[src/rtl/alu_result_buffer_if.sv]
// Handshake bus between the 4-bit adder, the result buffer and its consumer.
// master drives results in and takes them out; slave is the buffer itself.
interface alu_result_buffer_if;
    logic [3:0] SUM;
    logic       OVERFLOW;
    logic       IN_VALID;
    logic       IN_READY;
    logic       OUT_VALID;
    logic       OUT_READY;
    logic [3:0] OUT_DATA;
    logic       OUT_CARRY;
    logic       OUT_ZERO;

    // Valid/ready: a transfer happens on a rising clock edge where both are high;
    // ready never depends combinationally on valid in either direction.
    modport master (
        output SUM, OVERFLOW, IN_VALID, OUT_READY,
        input  IN_READY, OUT_VALID, OUT_DATA, OUT_CARRY, OUT_ZERO
    );

    modport slave (
        input  SUM, OVERFLOW, IN_VALID, OUT_READY,
        output IN_READY, OUT_VALID, OUT_DATA, OUT_CARRY, OUT_ZERO
    );
endinterface

[src/rtl/alu_result_buffer.sv]
// Small FIFO of adder results {carry,sum} with head flags and overflow statistics.
// Head outputs come straight from storage, so a written entry appears one cycle later.
module alu_result_buffer #(
    parameter int DEPTH = 4
) (
    input  logic                     CLK,
    input  logic                     RESET,
    alu_result_buffer_if.slave       bus,
    input  logic                     CLEAR_FLAGS,
    output logic [$clog2(DEPTH):0]   LEVEL,
    output logic                     STICKY_OVF,
    output logic [7:0]               OVF_COUNT
);
    localparam int AW = $clog2(DEPTH);
    localparam logic [AW:0] FULL_LEVEL = (AW+1)'(DEPTH);

    logic [4:0]    mem_q [DEPTH];
    logic [AW-1:0] wr_ptr_q, wr_ptr_d;
    logic [AW-1:0] rd_ptr_q, rd_ptr_d;
    logic [AW:0]   level_q, level_d;
    logic          sticky_q, sticky_d;
    logic [7:0]    count_q, count_d;

    logic          empty;
    logic          full;
    logic          wr_en;
    logic          rd_en;
    logic [4:0]    head;

    assign empty = (level_q == '0);
    assign full  = (level_q == FULL_LEVEL);
    // Nothing moves while reset is held, even if the handshake looks complete.
    assign wr_en = bus.IN_VALID && !full && !RESET;
    assign rd_en = bus.OUT_READY && !empty && !RESET;
    assign head  = mem_q[rd_ptr_q];

    always_comb begin
        wr_ptr_d = wr_ptr_q;
        rd_ptr_d = rd_ptr_q;
        level_d  = level_q;
        sticky_d = sticky_q;
        count_d  = count_q;
        if (wr_en) begin
            wr_ptr_d = wr_ptr_q + AW'(1);
        end
        if (rd_en) begin
            rd_ptr_d = rd_ptr_q + AW'(1);
        end
        case ({wr_en, rd_en})
            2'b10:   level_d = level_q + (AW+1)'(1);
            2'b01:   level_d = level_q - (AW+1)'(1);
            default: level_d = level_q;
        endcase
        // A clear wins over an overflow accepted in the same cycle.
        if (CLEAR_FLAGS) begin
            sticky_d = 1'b0;
            count_d  = 8'd0;
        end else if (wr_en && bus.OVERFLOW) begin
            sticky_d = 1'b1;
            if (count_q != 8'hFF) begin
                count_d = count_q + 8'd1;
            end
        end
    end

    always_ff @(posedge CLK or posedge RESET) begin
        if (RESET) begin
            wr_ptr_q <= '0;
            rd_ptr_q <= '0;
            level_q  <= '0;
            sticky_q <= 1'b0;
            count_q  <= 8'd0;
        end else begin
            wr_ptr_q <= wr_ptr_d;
            rd_ptr_q <= rd_ptr_d;
            level_q  <= level_d;
            sticky_q <= sticky_d;
            count_q  <= count_d;
        end
    end

    // Storage needs no reset: its contents are masked whenever the buffer is empty.
    always_ff @(posedge CLK) begin
        if (wr_en) begin
            mem_q[wr_ptr_q] <= {bus.OVERFLOW, bus.SUM};
        end
    end

    assign bus.IN_READY  = !full;
    assign bus.OUT_VALID = !empty;
    assign bus.OUT_DATA  = empty ? 4'd0 : head[3:0];
    assign bus.OUT_CARRY = empty ? 1'b0 : head[4];
    assign bus.OUT_ZERO  = !empty && (head[3:0] == 4'd0);

    assign LEVEL      = level_q;
    assign STICKY_OVF = sticky_q;
    assign OVF_COUNT  = count_q;
endmodule
[src/flat_wrapper.sv]
// flat-port wrapper written by rule: the top's interface ports become plain ports
module alu_result_buffer_flat 
#(
    parameter int DEPTH = 4
)
  (CLK, RESET, CLEAR_FLAGS, LEVEL, STICKY_OVF, OVF_COUNT, bus_SUM, bus_OVERFLOW, bus_IN_VALID, bus_OUT_READY, bus_IN_READY, bus_OUT_VALID, bus_OUT_DATA, bus_OUT_CARRY, bus_OUT_ZERO);
  alu_result_buffer_if bus_i ();
  input  logic CLK;
  input  logic RESET;
  input  logic CLEAR_FLAGS;
  output logic [$clog2(DEPTH):0] LEVEL;
  output logic STICKY_OVF;
  output logic [7:0] OVF_COUNT;
  input wire logic [$bits(bus_i.SUM)-1:0] bus_SUM;
  input wire logic [$bits(bus_i.OVERFLOW)-1:0] bus_OVERFLOW;
  input wire logic [$bits(bus_i.IN_VALID)-1:0] bus_IN_VALID;
  input wire logic [$bits(bus_i.OUT_READY)-1:0] bus_OUT_READY;
  output wire logic [$bits(bus_i.IN_READY)-1:0] bus_IN_READY;
  output wire logic [$bits(bus_i.OUT_VALID)-1:0] bus_OUT_VALID;
  output wire logic [$bits(bus_i.OUT_DATA)-1:0] bus_OUT_DATA;
  output wire logic [$bits(bus_i.OUT_CARRY)-1:0] bus_OUT_CARRY;
  output wire logic [$bits(bus_i.OUT_ZERO)-1:0] bus_OUT_ZERO;
  assign bus_i.SUM = bus_SUM;
  assign bus_i.OVERFLOW = bus_OVERFLOW;
  assign bus_i.IN_VALID = bus_IN_VALID;
  assign bus_i.OUT_READY = bus_OUT_READY;
  assign bus_IN_READY = bus_i.IN_READY;
  assign bus_OUT_VALID = bus_i.OUT_VALID;
  assign bus_OUT_DATA = bus_i.OUT_DATA;
  assign bus_OUT_CARRY = bus_i.OUT_CARRY;
  assign bus_OUT_ZERO = bus_i.OUT_ZERO;
  alu_result_buffer #(.DEPTH(DEPTH)) u_core (.CLK(CLK), .RESET(RESET), .bus(bus_i), .CLEAR_FLAGS(CLEAR_FLAGS), .LEVEL(LEVEL), .STICKY_OVF(STICKY_OVF), .OVF_COUNT(OVF_COUNT));
endmodule
[config.mk]
export PLATFORM = sky130hd
export DESIGN_NAME = alu_result_buffer_flat
export DESIGN_NICKNAME = d
export VERILOG_FILES = /design/src/rtl/alu_result_buffer_if.sv /design/src/rtl/alu_result_buffer.sv /design/src/flat_wrapper.sv
export SDC_FILE = /design/constraint.sdc
export NUM_CORES = 1
export LEC_CHECK = 0
export CAP_MARGIN = 20
export CORE_UTILIZATION = 55
export CTS_CLUSTER_DIAMETER = 200
export CTS_CLUSTER_SIZE = 30
export DETAILED_ROUTE_END_ITERATION = 10
export PLACE_DENSITY = 0.83
export SLEW_MARGIN = 20
export SYNTH_ARGS = -nofsm -noshare
export SYNTH_HDL_FRONTEND = slang
export SYNTH_SLANG_ARGS = --single-unit
[constraint.sdc]
create_clock -name CLK -period 3.5 [get_ports CLK]
set_input_delay 0.875 -clock CLK [delete_from_list [all_inputs] [get_ports CLK]]
set_output_delay 0.875 -clock CLK [all_outputs]
set_load 0.02 [all_outputs]
# After elaboration in Yosys (flattened, before gate mapping)
# Memories as Yosys holds them, arrays and structs flattened.
# Cells that the tools add are included.
[totals]
mem_bits_rw = 20
inputBits = 10
mem_count = 1
register_bits = 16
out_inout_bits = 20
[memory_table]
columns = ["name", "depth", "word_bits", "rd", "rd_clocked_by_memory_dff", "wr", "line_no", "rtl"]
rows = [
  ["u_core.mem_q", 4, 5, 1, 0, 1, "alu_result_buffer.sv:17", "logic [4:0] mem_q [DEPTH];"],
]
[op_classes]
eq_ne = 4
mux = 10
add_sub_neg = 5
reduce_logical = 15
[op_table]
columns = ["op", "n"]
rows = [
  ["8-bit two-way mux", 3],
  ["8-bit by 1-bit adder with 8-bit output (second input constant)", 1],
  ["8-bit != test (second input constant)", 1],
  ["1-bit logical AND", 6],
  ["3-bit case mux with 2 select lines", 1],
  ["2-bit nonzero test", 3],
  ["1-bit two-way mux", 5],
  ["2-bit by 1-bit adder with 2-bit output (second input constant)", 2],
  ["4-bit zero test", 1],
  ["4-bit two-way mux", 1],
  ["3-bit by 1-bit adder with 3-bit output (second input constant)", 1],
  ["3-bit == test (second input constant)", 1],
  ["1-bit zero test", 3],
  ["3-bit zero test", 1],
  ["3-bit by 1-bit subtractor with 3-bit output (second input constant)", 1],
  ["2-bit by 1-bit == test with 1-bit output (second input constant)", 1],
  ["2-bit == test (second input constant)", 1],
  ["2-bit AND reduction", 1],
]

# Logic depth before layout (Yosys ltp)
# Gate-level depths: netlist of the first run.
[logic_depth]
word_depth = 7
depth_mapped = 11
ltp_nobuf = 9

# Worst setup path before layout of the first run
# No wires, ideal clock.
[synth_timing]
path_kind = "register to output"
start = "register u_core.rd_ptr_q[0]"
end = "output port bus_OUT_ZERO"
path_stages_with_launch = 5
t_required_ps = 2625
slack_ps = 877
arrival_time_ps = 1748
path_cell_list = "dfrtp_1 -> buf_6 -> mux4_2 -> or4_1 -> nor2_1"
[synth_between]
elab_chain_len = 3
[synth_lines]
columns = ["element", "line_no", "rtl"]
rows = [
  ["from (decl)", "alu_result_buffer.sv:19", "logic [AW-1:0] rd_ptr_q, rd_ptr_d;"],
  ["from (signal assigned)", "alu_result_buffer.sv:75", "rd_ptr_q <= rd_ptr_d;"],
  ["memory read 4 x 5 bit", "-", ""],
  ["4-bit zero test", "alu_result_buffer.sv:93", "assign bus.OUT_ZERO = !empty && (head[3:0] == 4'd0);"],
  ["1-bit logical AND", "alu_result_buffer.sv:93", ""],
  ["to (decl)", "flat_wrapper.sv:22", "output wire logic [$bits(bus_i.OUT_ZERO)-1:0] bus_OUT_ZERO;"],
]
# Every way passes these cells.

# Worst setup path in the final report of the first run
# Ends and elaborated chain as after synthesis.

==> flow_metrics.tcl, run 1 <==
set metrics [dict create \
    finalWorstPathRequiredPeriod_ns 3.23 \
    num_antenna_cells 0 \
    clkTransAtPathRegs_ns 0.10 \
    cts_buffers 5 \
    htreeDepth 2 \
    cts_tree "yes" \
    synth.largest_area_cell "edfxtp_1" \
    synth_common_cells "edfxtp_1, dfrtp_1, inv_1" \
    setup_viol 0 \
    yosysMostFrequentCell "edfxtp_1" \
    power.density_nw_per_um2 739 \
    syn_nets 144 \
    hold_path_class "reg -> reg" \
    path_max_fanout 6 \
    grt_pass1_wl_mm 5.38 \
    via_per_inst 5.71 \
    synthFlopType "edfxtp_1" \
    grt_usage_pct 22.6 \
    hold_violations 0 \
    multi_input_area_um2 616 \
    required_ns 2.62 \
    clockBufferDepth 2 \
    violations "design-rule violations" \
    start_util_pct 59.6 \
    ir_drop_mv 0.424 \
    synth.area.top_cells "edfxtp_1, dfrtp_1, ha_1, mux4_2, mux4_1" \
    worstPathArrival_ns 2.35 \
    synth_area_per_cell_um2 13.3 \
    grt_pass1_vias 1162 \
    fillers 188 \
    drive_gt1_share_pct 9.43 \
    via_count 1084 \
    yosysWarnings 0 \
    wl_per_cell_um 17.0 \
    hold_depth 2 \
    period_share_pct 92.2 \
    cts_sinks 36 \
    dieArea_um2 3290 \
    drv_slew 0 \
    seq_area_frac_synth_pct 59.3 \
    ys_ff_latch 36 \
    syn_inst 127 \
    wl_mm 3.22 \
    drt_iter0_markers 56 \
    r2r_end "u_core.LEVEL[2]" \
    r2r_cells 8 \
    area_growth_pct 25.8 \
    ys_types 33 \
    crit_path_end_kind "primary output" \
    clock.fmax_ghz 0.310 \
    critPathLaunchType "flip-flop" \
    r2r-start "u_core.LEVEL[2]" \
    setup-tns-final_ns 0 \
    synth_top_area_share_pct 35.6 \
    r2r_slack_ns 0.96 \
    rsz0062_at_grt "false" \
    hp-start "u_core.STICKY_OVF" \
    rows 19 \
    dp_hpwl_mm 2.25 \
    antenna_found_initial 0 \
    ios 30 \
    worst_slew_pin_slew_ns 0.929 \
    cts-hold-fix-buffers 0 \
    root_buffer "clkbuf_4" \
    p_leak_nw 0.829 \
    finClkSkew_ns 0.0103 \
    hold_path_end "u_core.STICKY_OVF" \
    maxCapViolCount 0 \
    design.core.area_um2 2830 \
    critPathKind "reg -> out" \
    grt_max_degree 17 \
    synth_edf_count 20 \
    fin_util_pct 75.0 \
    drt_first_pass_iters 8 \
    hold_ws_ns 0.502 \
    final_nets 175 \
    drc 4 \
    clk_latency_ns 0.34 \
    synth_area_um2 1690 \
    gp_congestion 0.767 \
    seq_area_um2 1000 \
    status "finished with violations" \
    die_width_um 57.4 \
    grt_overflow 0 \
    die_h_um 57.4 \
    slew_headroom_pct 37.6 \
    portBuffers 29 \
    antenna_left 0 \
    ys_async_sr_fraction_pct 44.4 \
]
[worst max-delay path by stage]
stage,start,to
global placement,u_core.rd_ptr_q[0],bus_OUT_ZERO
finish,u_core.rd_ptr_q[0],bus_OUT_ZERO
global route,u_core.rd_ptr_q[0],bus_OUT_ZERO
floorplan,u_core.rd_ptr_q[0],bus_OUT_ZERO
CTS,u_core.rd_ptr_q[0],bus_OUT_ZERO
detailed placement,u_core.rd_ptr_q[0],bus_OUT_ZERO
[per-stage QoR]
| step | power (W) | cell area (µm²) | cells | setup slack [ns] |
|---|---|---|---|---|
| 4_1_cts | 0.00158 | 2120 | 190 | 0.267 |
| 6_report | 0.00157 | 2120 | 190 | 0.272 |
| 3_3_place_gp | 0.00110 | 1990 | 181 | 0.315 |
| 5_1_grt | 0.00164 | 2120 | 190 | 0.161 |
| 3_5_place_dp | 0.00113 | 1990 | 181 | 0.244 |
| 2_1_floorplan | 0.000927 | 1690 | 127 | 0.877 |
[what timing repair did]
action | CTS | global route
resized for setup | 2 | 0
buffers inserted | 1 | 0
setup endpoints to repair | 1 | 0
[power by group]
part           switching (W)  total [W]  internal, W
clock network       0.000138   0.000433     0.000294
logic               0.000275   0.000550     0.000274
registers          0.0000659   0.000586     0.000520
[logic make-up after synthesis]
kind of cell	Yosys count	synth area share (%)
compound gates	16	5.49
xor+xnor	6	3.12
fa+ha+maj	7	5.64
buf+inv	16	4.15
flops	36	59.3
mux	7	8.31
simple gates	39	13.9
[state kept, by name, summed over array words and instances (netlist names)]
| name | flops |
|---|---|
| u_core.LEVEL | 3 |
| u_core.OVF_COUNT | 8 |
| u_core.STICKY_OVF | 1 |
| u_core.mem_q | 20 |
| u_core.rd_ptr_q | 2 |
| u_core.wr_ptr_q | 2 |
[layout by cell type (no fill, tap or decap), types with 4 or more instances in the layout]
| cell type | instances |
|---|---|
| clkbuf_4 | 5 |
| inv_1 | 9 |
| and2_1 | 5 |
| clkdlybuf4s50_1 | 28 |
| or4_1 | 4 |
| a21oi_1 | 8 |
| edfxtp_1 | 20 |
| nor2b_1 | 5 |
| nor2_1 | 5 |
| ha_1 | 6 |
| o31ai_1 | 5 |
| dfrtp_1 | 15 |
[cell type report]
cell class	count	area share (%)
multi-input combinational	75	29.0
inverter	9	1.59
sequential	36	47.2
clock buffer	5	1.77
timing repair buffer	31	14.3
clock inverter	3	4.25
tap	31	1.83
[layer usage]
layer	part of all wire [%]	global-route usage, %
met5	0	0
met4	0.87	10.5
met2	51	37.7
met1	44	27.7
met3	3.9	5.67
[critical path: stages, from the launching register on]
cell and delay (ns):
dfrtp_2 0.47, mux4_2 0.54, or4_1 0.55, nor2_1 0.12, dlygate4sd2_1 0.35
No activity file was read; power rests on OpenSTA's default activity.
==> run 2: changes to the inputs <==
--- a/config.mk
+++ b/config.mk
@@ -6,6 +6,7 @@
 export NUM_CORES = 1
 export LEC_CHECK = 0
 export CAP_MARGIN = 20
+export CORE_MARGIN = 1.5
 export CORE_UTILIZATION = 55
 export CTS_CLUSTER_DIAMETER = 200
 export CTS_CLUSTER_SIZE = 30
==> flow_metrics.tcl, run 2 (synthesized netlist as in run 1, its figures left out) <==
set metrics [dict create \
    status "complete, no violations" \
    cts_sinks 36 \
    gp_congestion 0.757 \
    drv_slew 0 \
    hold_violations 0 \
    wl_met3_um 157 \
    wl_per_cell_um 16.8 \
    design.core.area_um2 2830 \
    critPathTopFamily "simple AND/OR/NAND/NOR gates" \
    drt_iter0_markers 50 \
    grt_pass1_vias 1077 \
    worst_slew_pin_slew_ns 0.796 \
    regMostFlops "u_core.mem_q" \
    power_w 0.00140 \
    p_leak_nw 0.815 \
    antenna_found_initial 0 \
    drive_gt1_share_pct 8.23 \
    dieArea_um2 3410 \
    highest_layer "met4" \
    final_nets 174 \
    setup-tns-final_ns 0 \
    critPathBufInv 1 \
    grt_usage_pct 20.9 \
    finalWorstPathRequiredPeriod_ns 3.07 \
    rows 19 \
    cts_tree "yes" \
    finClkSkew_ns 0.00912 \
    drc 0 \
    die_width_um 58.4 \
    maxCapViolCount 0 \
    grt_max_degree 17 \
    crit_path_end_kind "primary output" \
    drt_first_pass_iters 4 \
    setup_viol 0 \
    slew_headroom_pct 46.5 \
    path_max_fanout 7 \
    power.density_nw_per_um2 678 \
    clkTransAtPathRegs_ns 0.10 \
    largest_reg_flops 20 \
    cts-hold-fix-buffers 0 \
    ir_drop_mv 0.377 \
    dp_hpwl_mm 2.29 \
    die_h_um 58.4 \
    cts_buffers 5 \
    worstPathArrival_ns 2.20 \
    antenna_left 0 \
    clk_latency_ns 0.33 \
    critPathLaunchType "flip-flop" \
    root_buffer "clkbuf_4" \
    slowest_stage "mux4_2" \
    wl_mm 3.17 \
    post_cts.repair.setup_buffers 0 \
    rsz0062_at_grt "false" \
    area_growth_pct 22.6 \
    ios 30 \
    portBuffers 29 \
    grt_overflow 0 \
    period_share_pct 87.8 \
    wl_met1_mm 1.46 \
    r2r_slack_ns 1.13 \
    grt_pass1_wl_mm 5.09 \
    clock.fmax_ghz 0.326 \
    mostFrequentLayoutCells "clkdlybuf4s50_1, edfxtp_1, dfrtp_1" \
    num_antenna_cells 0 \
    wl_met2_mm 1.48 \
    via_count 1101 \
    hold_path_class "reg -> reg" \
    final_common_cell "clkdlybuf4s50_1" \
    htreeDepth 2 \
    via_per_inst 5.83 \
    required_ns 2.62 \
    crit_chain "mux4_2 > or4_1 > nor2_1 > dlymetal6s2s_1" \
    clockBufferDepth 2 \
    critical-path-max-stage-delay_ns 0.54 \
    critPathKind "reg -> out" \
    start_util_pct 59.6 \
]
## run 2: final cells by class
type                            count  area (µm²)
Clock buffer                        6        41.3
Timing Repair Buffer               30         300
Sequential cell                    36        1000
Multi-Input combinational cell     75         616
Tap cell                           31        38.8
Clock inverter                      2        35.0
Fill cell                         197         762
Inverter                            9        33.8
## run 2: timing repair
action                     in CTS  in global routing
setup endpoints to repair       1                  1
gates resized for setup         1                  1
hold endpoints to repair        0                  0
cloned                          0                  0
## run 2: worst reg2reg max path: stages (launching register included)
cell,delay (ns)
dfrtp_1,0.44
or3b_1,0.45
and3_1,0.31
inv_1,0.08
ha_1,0.16
inv_1,0.07
fa_1,0.38
xor2_1,0.15
nor2_1,0.11
xor2_1,0.14
## run 2: final timing paths
path | start | endpoint | cells past startpoint
worst max-delay path | u_core.rd_ptr_q[0] | bus_OUT_ZERO | 4
min in group asynchronous | RESET | u_core.rd_ptr_q[1] | 3
max in group asynchronous | RESET | u_core.rd_ptr_q[0] | 3
worst min-delay path | u_core.LEVEL[2] | u_core.LEVEL[2] | 1
worst min register to register | u_core.LEVEL[2] | u_core.LEVEL[2] | 1
worst max register to register | u_core.LEVEL[0] | u_core.LEVEL[2] | 9
## run 2: stage by stage
stage	cells	instance area [µm²]	worst slack [ns]	hold WS, ns	utilization, %
floorplan	127	1690	0.877	0.556	-
global placement	181	1990	0.335	0.481	70.2
detailed placement	181	1990	0.277	0.505	70.2
CTS	189	2060	0.0128	0.522	73.0
global route	189	2070	0.327	0.542	73.1
finish	189	2070	0.429	0.517	73.1
## run 2: where the power goes
part	total [W]	internal (W)	switching (W)
clock	0.000282	0.000150	0.000132
sequential	0.000589	0.000520	0.0000693
combinational	0.000530	0.000269	0.000261
## run 2: layer usage
layer  track usage (%)  vias to the layer above
li1                  -                      521
met1              29.0                      540
met2              30.7                       34
met3              4.84                        6
met4              12.0                        0
met5                 0                        -
